===== src/rtl/ffnn_layer_mac.sv =====
// ffnn_layer_mac: one fully-connected layer, time-shared MAC, step activation; FFNN_BIAS_EN adds per-neuron bias
module ffnn_layer_mac #(
  parameter int N_IN  = 4,
  parameter int N_OUT = 2,
  parameter int IN_W  = 8,
  parameter int W_W   = 8,
  parameter int ACC_W = 20,
  parameter int AW    = 4
) (
  input  logic                   clk,
  input  logic                   reset,
  input  logic                   start,
  input  logic [N_IN*IN_W-1:0]   x_flat,
  output logic                   busy,
  output logic                   done,
  output logic [N_OUT*ACC_W-1:0] z_flat,
  output logic [N_OUT-1:0]       y,
  input  logic                   w_we,
  input  logic [AW-1:0]          w_addr,
  input  logic [W_W-1:0]         w_data,
  output logic                   wr_drop
);
  localparam int NW = N_IN * N_OUT;
  localparam int IW = N_IN > 1 ? $clog2(N_IN) : 1;
  localparam int JW = N_OUT > 1 ? $clog2(N_OUT) : 1;
  typedef enum logic [1:0] {IDLE, MAC, DONE} state_t;
  state_t state, state_n;
  logic [N_IN*IN_W-1:0] x_reg;
  logic [NW*W_W-1:0] w_reg;
  logic [IW-1:0] i;
  logic [JW-1:0] j;
  logic signed [ACC_W-1:0] acc, sum, acc0, acc_nb;
  logic signed [IN_W:0] xs;
  logic signed [W_W-1:0] wv;
  logic signed [IN_W+W_W:0] prod;
  logic last_i, last_j, w_ok, w_acc;
`ifdef FFNN_BIAS_EN
  logic [N_OUT*W_W-1:0] b_reg;
  function automatic logic signed [ACC_W-1:0] sext(input logic [W_W-1:0] v);
    return {{(ACC_W-W_W){v[W_W-1]}}, v};
  endfunction
`endif
  always_comb begin
    xs = $signed({1'b0, x_reg[i*IN_W +: IN_W]});
    wv = $signed(w_reg[(j*N_IN+i)*W_W +: W_W]);
    prod = xs * wv;
    sum = acc + {{(ACC_W-IN_W-W_W-1){prod[IN_W+W_W]}}, prod};
    last_i = i == IW'(N_IN-1);
    last_j = j == JW'(N_OUT-1);
`ifdef FFNN_BIAS_EN
    acc0 = sext(b_reg[W_W-1:0]);
    acc_nb = last_j ? '0 : sext(b_reg[(j+1)*W_W +: W_W]);
    w_ok = w_addr < AW'(NW+N_OUT);
`else
    acc0 = '0;
    acc_nb = '0;
    w_ok = w_addr < AW'(NW);
`endif
    w_acc = w_we && state == IDLE && w_ok;
    state_n = state == IDLE ? (start ? MAC : IDLE) :
              state == MAC  ? (last_i && last_j ? DONE : MAC) : IDLE;
    busy = state == MAC;
    done = state == DONE;
  end
  always_ff @(posedge clk) begin
    if (reset) begin
      state <= IDLE;
      x_reg <= '0;
      w_reg <= '0;
`ifdef FFNN_BIAS_EN
      b_reg <= '0;
`endif
      i <= '0;
      j <= '0;
      acc <= '0;
      z_flat <= '0;
      y <= '0;
      wr_drop <= 1'b0;
    end else begin
      state <= state_n;
      wr_drop <= w_we && !w_acc;
`ifdef FFNN_BIAS_EN
      if (w_acc && w_addr >= AW'(NW)) b_reg[(w_addr-AW'(NW))*W_W +: W_W] <= w_data;
`endif
      if (w_acc && w_addr < AW'(NW)) w_reg[w_addr*W_W +: W_W] <= w_data;
      if (state == IDLE && start) begin
        x_reg <= x_flat;
        i <= '0;
        j <= '0;
        acc <= acc0;
      end
      if (state == MAC && !last_i) begin
        acc <= sum;
        i <= i + 1'b1;
      end
      // neuron finished: publish result and preload the next neuron's start value
      if (state == MAC && last_i) begin
        z_flat[j*ACC_W +: ACC_W] <= sum;
        y[j] <= sum > 0;
        i <= '0;
        j <= last_j ? '0 : j + 1'b1;
        acc <= acc_nb;
      end
    end
  end
endmodule


===== config.mk =====
export PLATFORM = sky130hd
export DESIGN_NAME = ffnn_layer_mac
export DESIGN_NICKNAME = d
export VERILOG_FILES = /design/src/rtl/ffnn_layer_mac.sv
export SDC_FILE = /design/constraint.sdc
export NUM_CORES = 1
export LEC_CHECK = 0
export CORE_MARGIN = 3
export CORE_UTILIZATION = 50
export CTS_CLUSTER_DIAMETER = 40
export DETAILED_ROUTE_END_ITERATION = 16
export HOLD_SLACK_MARGIN = 0.05
export PLACE_DENSITY = 0.71
export SETUP_SLACK_MARGIN = 0.5
export SKIP_CTS_REPAIR_TIMING = 1
export SLEW_MARGIN = 25
export SYNTH_ARGS = -nofsm -noshare
export SYNTH_HDL_FRONTEND = slang
export SYNTH_SLANG_ARGS = --single-unit

===== constraint.sdc =====
create_clock -name clk -period 10.76 [get_ports clk]
set_input_delay 2.152 -clock clk [delete_from_list [all_inputs] [get_ports clk]]
set_output_delay 2.152 -clock clk [all_outputs]
set_load 0.01 [all_outputs]

==> run metrics, run 1 <==
share of total power consumed by net switching=0.2814; worst setup path category=flop to flop; overall track demand over capacity in global routing=0.2352; Mean Syn Cell Area=8.177 sq um; Area contributors post-synth=sky130_fd_sc_hd__dfxtp_1 (33%), sky130_fd_sc_hd__ha_1 (8.6%), sky130_fd_sc_hd__nand2_1 (8.2%); simple-gate share of the synthesized area=0.2127; Routed Wire Length=about 25000 um; Critical R2R Capture=y[1]$_SDFFE_PP0P_; part of the power in combinational logic=0.071; Area Overhead vs Synth=16.93%; Peak Freq=approximately 130 MHz; endpoint of the worst hold-timing path=z_flat[23]$_SDFFE_PP0P_; final number of setup-violating endpoints=0; Slew headroom=0.3466; time the final worst path needs with I/O delays and setup=7.993 ns; Setup crit start=i[0]$_SDFFE_PP0P_; CTS tree=built; diode count=0; mux share of post-synthesis cell area=0.06791; Post-DRT Antenna Nets=0; Netlist cell types=68; number of max-slew violations in the final report=0; post-synthesis compound-gate area fraction=0.1539; most common cell after layout, fill and taps aside=sky130_fd_sc_hd__nand2_1; number of remaining DRC errors=0; Switch Pwr=~380 uW; Worst-Margin Slew=slightly below 1 ns; first-pass GRT wire length=41780 um; number of cell instances on the worst register-to-register path=25; startpoint of the worst-slack reg-to-reg timing path=i[0]$_SDFFE_PP0P_; grt ovf=0; count of maximum capacitance violations=0; die width=147.7 um; internal power consumption=970.5 uW; maximum level of the CTS H-tree=4; unrepaired setup endpoints after global routing=false; number of nets in the layout=1440; largest family of logic cells by synthesized area=simple AND/OR/NAND/NOR gates; Final Hold Vio Count=0; num rows=51; Iter 0 DRT Violations=582; sum of negative setup slack=0 ns; clock-pin transition on the worst setup and hold timing paths=0.07 ns; flops & latches, synth=164; placer's final routability congestion estimate=0.9196; number of antenna violations at the first check in global routing=0; crit path max fanout=34; post-synthesis cell area=~10000 sq um; synthesized instance count=1228; proportion of layout cells with a drive suffix above 1=0.06780; filler instances=1760; design area=around 12000 sq um; worst supply voltage drop on vdd=0.0001024 V; Clk pwr share=0.467; initial standard-cell utilization of the core=0.5126; Detail Placement HPWL=18260 um; Power per Cell Area=115.0 nW/um^2; Largest register FFs=64; result of the run=completed; post-route fraction of the period consumed by the critical path=0.7428; root buffer cell=sky130_fd_sc_hd__clkbuf_16; kind of end point of the critical path=flop; class of the tightest hold or removal check=flop to flop; Register-to-Register Setup Slack=approximately 2.8 ns; number of flops mapped to enable cells by yosys=0; number of global-route vias before repair=8287; commonest non-fill, non-tap cells in the layout=sky130_fd_sc_hd__nand2_1 (220), sky130_fd_sc_hd__dfxtp_1 (163), sky130_fd_sc_hd__a21oi_1 (156); Clock Skew=0.01043 ns; Required @ worst endpoint=11.05 ns; proportion of register bits with asynchronous set or reset after synthesis=0; cell type with the largest total area after synthesis=sky130_fd_sc_hd__dfxtp_1; maximum number of pins on one net before global-route repair=102; net count after synthesis=1383; Std-Cell Core Area=19590 sq um; Clk Latency, worst-skew pair=0.44 ns; arithmetic-cell share of the synthesized area counting full adders, half adders and majority gates=0.1617; I/O pin cnt=93; clock sinks=164; depth of the worst hold-timing path=2; Worst EP arrival=8.28 ns; portion of the post-synthesis area used by sequential elements=0.3270; Worst Min Path Start=z_flat[23]$_SDFFE_PP0P_; DRT Pass-1 Iters=7; predominant post-synthesis flop cell=sky130_fd_sc_hd__dfxtp_1; area of the die=roughly 22000 sq um; drt via density=about 5.6; number of clock buffers inserted by TritonCTS=17; IO buf count=92; maximum clock path buffer count=2; type of origin of the critical path=flop; top cell type's share of synthesized area=0.3270; detail-routed net length per standard cell=16.30 um; leakage power figure=between 0.004 and 0.005 uW; Yosys warnings=0; share of the core filled with cells in the final layout=0.5993; placed instance area=~11000 sq um; area share of xor/xnor cells in the synthesized design=0.02355; fraction of power consumed by sequential logic=0.462; Die Y-Extent=147.7 um; number of vias in the routed layout=8738
-- worst max path at each step --
stage	to	slack, ns
2_1_floorplan	y[0]$_SDFFE_PP0P_	3.21
3_3_place_gp	z_flat[39]$_SDFFE_PP0P_	2.74
3_5_place_dp	y[1]$_SDFFE_PP0P_	2.55
4_1_cts	y[1]$_SDFFE_PP0P_	2.40
5_1_grt	y[1]$_SDFFE_PP0P_	2.34
6_report	y[1]$_SDFFE_PP0P_	2.77
-- synthesized netlist by cell type (19+ instances only) --
master	n
sky130_fd_sc_hd__nand2_1	220
sky130_fd_sc_hd__dfxtp_1	164
sky130_fd_sc_hd__a21oi_1	156
sky130_fd_sc_hd__nor2_1	145
sky130_fd_sc_hd__inv_1	74
sky130_fd_sc_hd__ha_1	69
sky130_fd_sc_hd__clkbuf_1	49
sky130_fd_sc_hd__nand3_1	40
sky130_fd_sc_hd__fa_1	38
sky130_fd_sc_hd__mux2i_1	22
sky130_fd_sc_hd__a22oi_1	20
sky130_fd_sc_hd__xnor2_1	19
-- logic make-up after synthesis --
| kind of cell | count (synthesis) |
|---|---|
| AOI/OAI and AO/OA | 258 |
| xor gates and xnor gates | 27 |
| muxes | 46 |
| buffers and inverters | 136 |
| adders and majority gates | 107 |
| DFF | 164 |
| and+or+nand+nor | 490 |
-- power by group through the flow --
stage                     combinational [uW]  sequential (uW)  clock (uW)
after global placement                  93.7              638           0
final                                   95.6              624         631
after CTS                               94.9              624         638
after floorplan                         59.1              633           0
after detailed placement                94.5              638           0
after global routing                     104              626         664
-- final cells by class --
cell class	instances	area, sq um	share of cell area
inverter	74	277.8	0.02366
clock inverter	15	201.4	0.01716
multi-input combinational	928	6236	0.5311
tap	265	331.6	0.02824
timing repair buffer	100	982.2	0.08365
sequential	164	3287	0.2799
clock buffer	17	425.4	0.03623
-- stage by stage --
| step | power, uW | cells | worst slack (ns) | hold WS, ns |
|---|---|---|---|---|
| 6_report | 1351 | 1563 | 2.767 | 0.4556 |
| 2_1_floorplan | 691.6 | 1228 | 3.215 | 0.4287 |
| 3_5_place_dp | 732.8 | 1531 | 2.545 | 0.4455 |
| 5_1_grt | 1394 | 1563 | 2.344 | 0.4739 |
| 4_1_cts | 1357 | 1563 | 2.398 | 0.4539 |
| 3_3_place_gp | 731.7 | 1531 | 2.742 | 0.4383 |
-- critical path: stages, from the launching register on --
cell and delay, ns:
sky130_fd_sc_hd__dfxtp_4 0.74, sky130_fd_sc_hd__mux4_2 0.60, sky130_fd_sc_hd__mux2i_1 0.56, sky130_fd_sc_hd__nor2_1 0.14
sky130_fd_sc_hd__fa_1 0.57, sky130_fd_sc_hd__inv_1 0.06, sky130_fd_sc_hd__fa_1 0.46, sky130_fd_sc_hd__fa_1 0.53
sky130_fd_sc_hd__fa_1 0.55, sky130_fd_sc_hd__inv_1 0.05, sky130_fd_sc_hd__ha_1 0.34, sky130_fd_sc_hd__nor2b_1 0.16
sky130_fd_sc_hd__o21a_1 0.19, sky130_fd_sc_hd__o31a_1 0.27, sky130_fd_sc_hd__a41o_1 0.29, sky130_fd_sc_hd__o41ai_1 0.34
sky130_fd_sc_hd__xnor2_1 0.19, sky130_fd_sc_hd__ha_1 0.32, sky130_fd_sc_hd__inv_1 0.16, sky130_fd_sc_hd__nor3b_1 0.07
sky130_fd_sc_hd__a31oi_1 0.14, sky130_fd_sc_hd__o221ai_1 0.11, sky130_fd_sc_hd__or3_1 0.40, sky130_fd_sc_hd__a211o_1 0.27
sky130_fd_sc_hd__nor4_2 0.21, sky130_fd_sc_hd__o41ai_1 0.11
-- layer usage --
layer	vias to the layer above	share of wire	wire [um]	global-route usage
met4	0	0.018	458	0.06570
met5	-	0	0	0
met1	4141	0.44	11260	0.3123
met2	263	0.49	12410	0.3900
met3	38	0.053	1361	0.05028
li1	4296	-	-	-
(Power assumes the default switching activity.)
==> inputs of run 2 (changes only) <==
==> constraint.sdc (replaced) <==
create_clock -name clk -period 8 [get_ports clk]
set_input_delay 1.6 -clock clk [delete_from_list [all_inputs] [get_ports clk]]
set_output_delay 1.6 -clock clk [all_outputs]
set_load 0.01 [all_outputs]
==> run 2 against run 1 <==
  * Final cell count increased by 1.0%
  * Core utilization up 1.9 points
  * Combinational power rose by 56%
  * Clock-buffer cell count unchanged
  * Clock skew is 0.0031 ns higher
  * Die area unchanged
  * Critical path depth rose by 1
  * Flip-flop and latch count unchanged
  * Critical path type unchanged
  * Critical endpoint unchanged
==> run metrics, run 2 (synthesis gave the netlist of run 1 again) <==
result of the run=completed; maximum level of the CTS H-tree=4; Worst EP arrival=7.48 ns; Clk Latency, worst-skew pair=between 0.4 and 0.5 ns; Clock Skew=approximately 0.014 ns; kind of end point of the critical path=flop; most used cell, CP=sky130_fd_sc_hd__fa_1; CTS tree=built; commonest non-fill, non-tap cells in the layout=sky130_fd_sc_hd__nand2_1 (219), sky130_fd_sc_hd__dfxtp_1 (161), sky130_fd_sc_hd__a21oi_1 (152); Std-Cell Core Area=19590 sq um; Register-to-Register Setup Slack=0.82 ns; die width=147.7 um; met1 WL=11610 um; DRT Pass-1 Iters=5; number of antenna violations at the first check in global routing=0; detail-routed net length per standard cell=16.69 um; number of clock buffers inserted by TritonCTS=17; time the final worst path needs with I/O delays and setup=7.184 ns; Post-DRT Antenna Nets=0; endpoint of the worst hold-timing path=z_flat[13]$_SDFFE_PP0P_; maximum number of pins on one net before global-route repair=103; most common cell after layout, fill and taps aside=sky130_fd_sc_hd__nand2_1; diode count=0; post-layout worst setup margin=0.8158 ns; met2 routed wirelength=between 10000 and 15000 um; Die Y-Extent=around 150 um; Worst-Margin Slew=0.9780 ns; startpoint of the worst-slack reg-to-reg timing path=i[0]$_SDFFE_PP0P_; Detail Placement HPWL=18620 um; proportion of layout cells with a drive suffix above 1=0.1027; buffering stage count on the worst path with inverters included=4; Iter 0 DRT Violations=607; Slew headroom=0.3480; root buffer cell=sky130_fd_sc_hd__clkbuf_16; IO buf count=a little over 90; post-route fraction of the period consumed by the critical path=0.8980; placer's final routability congestion estimate=0.9168; routed wire length on met3=around 1100 um; share of the core filled with cells in the final layout=0.6183; Power per Cell Area=151.1 nW/um^2; pre-CTS setup slack=0.3416 ns; class of the tightest hold or removal check=flop to flop; Critical R2R Capture=y[1]$_SDFFE_PP0P_; overall track demand over capacity in global routing=0.2374; Setup crit start=i[0]$_SDFFE_PP0P_; number of cell instances on the worst register-to-register path=26; biggest cell delay along the critical path=around 0.55 ns; number of nets in the layout=between 1k and 1.5k; filler instances=1715; worst supply voltage drop on vdd=~0.00013 V; sum of negative setup slack=0 ns; final number of setup-violating endpoints=0; num rows=51; unrepaired setup endpoints after global routing=false; crit path max fanout=9; count of maximum capacitance violations=0; leakage power figure=between 0.004 and 0.005 uW; Required @ worst endpoint=between 8 and 9 ns; I/O pin cnt=93; initial standard-cell utilization of the core=0.5126; Hold Worst Slack=0.4537 ns; number of remaining DRC errors=0; worst setup path category=flop to flop; first-pass GRT wire length=about 42000 um; drt via density=5.612; Final Hold Vio Count=0; cell with the largest stage delay on the worst path=sky130_fd_sc_hd__fa_1; crit-path leading delay family=adder cells; area of the die=21820 sq um; clock sinks=164; number of vias in the routed layout=8861; clock-pin transition on the worst setup and hold timing paths=0.07 ns; Largest register FFs=between 60 and 70; grt ovf=0; Area Overhead vs Synth=20.64%; depth of the worst hold-timing path=2; Peak Freq=139.2 MHz; uppermost layer routed=met4; number of global-route vias before repair=about 8.4k; maximum clock path buffer count=2; Worst Min Path Start=z_flat[13]$_SDFFE_PP0P_; type of origin of the critical path=flop; number of max-slew violations in the final report=0; Routed Wire Length=around 26000 um
[run 2: power by group]
part / total [uW] / switching, uW / internal (uW) / leakage, uW
logic: 149 / 89.6 / 59.0 / 0.00321
registers: 834 / 7.27 / 827 / 0.00133
clock network: 848 / 399 / 449 / 0.000287
total: 1830 / 496 / 1330 / 0.00482
[run 2: worst max-delay path by stage]
stage / end / slack [ns] / depth (start not counted)
2_1_floorplan: y[0]$_SDFFE_PP0P_ / 0.61 / 27
3_3_place_gp: z_flat[39]$_SDFFE_PP0P_ / 0.38 / 25
3_5_place_dp: z_flat[39]$_SDFFE_PP0P_ / 0.34 / 24
4_1_cts: z_flat[39]$_SDFFE_PP0P_ / 0.27 / 24
5_1_grt: z_flat[19]$_SDFFE_PP0P_ / 0.50 / 27
6_report: y[1]$_SDFFE_PP0P_ / 0.82 / 26
[run 2: per-stage QoR]
step	power, uW	instances	instance area, sq um
final	1831	1579	12110
after global routing	1888	1579	12110
after global placement	990.9	1542	11190
after floorplan	930.3	1228	10040
after CTS	1833	1574	11800
after detailed placement	991.9	1542	11190
[run 2: worst min-delay path: cells and delay by family (launching register included)]
family,cells,cell delay [ns]
AO/OA/AOI/OAI,1,0.05
AND/OR/NAND/NOR,1,0.05
flip-flops,1,0.31
[run 2: routing by layer]
layer  track usage  vias to the layer above
met5             0                        -
met2        0.4049                      230
li1              -                     4321
met3       0.04016                       55
met1        0.3103                     4255
met4       0.07130                        0
[run 2: cell type report]
type / count / area, sq um / area share
sequential: 164 / 3292 / 0.2718
multi-input combinational: 928 / 6459 / 0.5332
tap: 265 / 331.6 / 0.02737
inverter: 74 / 277.8 / 0.02293
clock inverter: 15 / 178.9 / 0.01477
timing repair buffer: 116 / 1149 / 0.09482
clock buffer: 17 / 425.4 / 0.03512
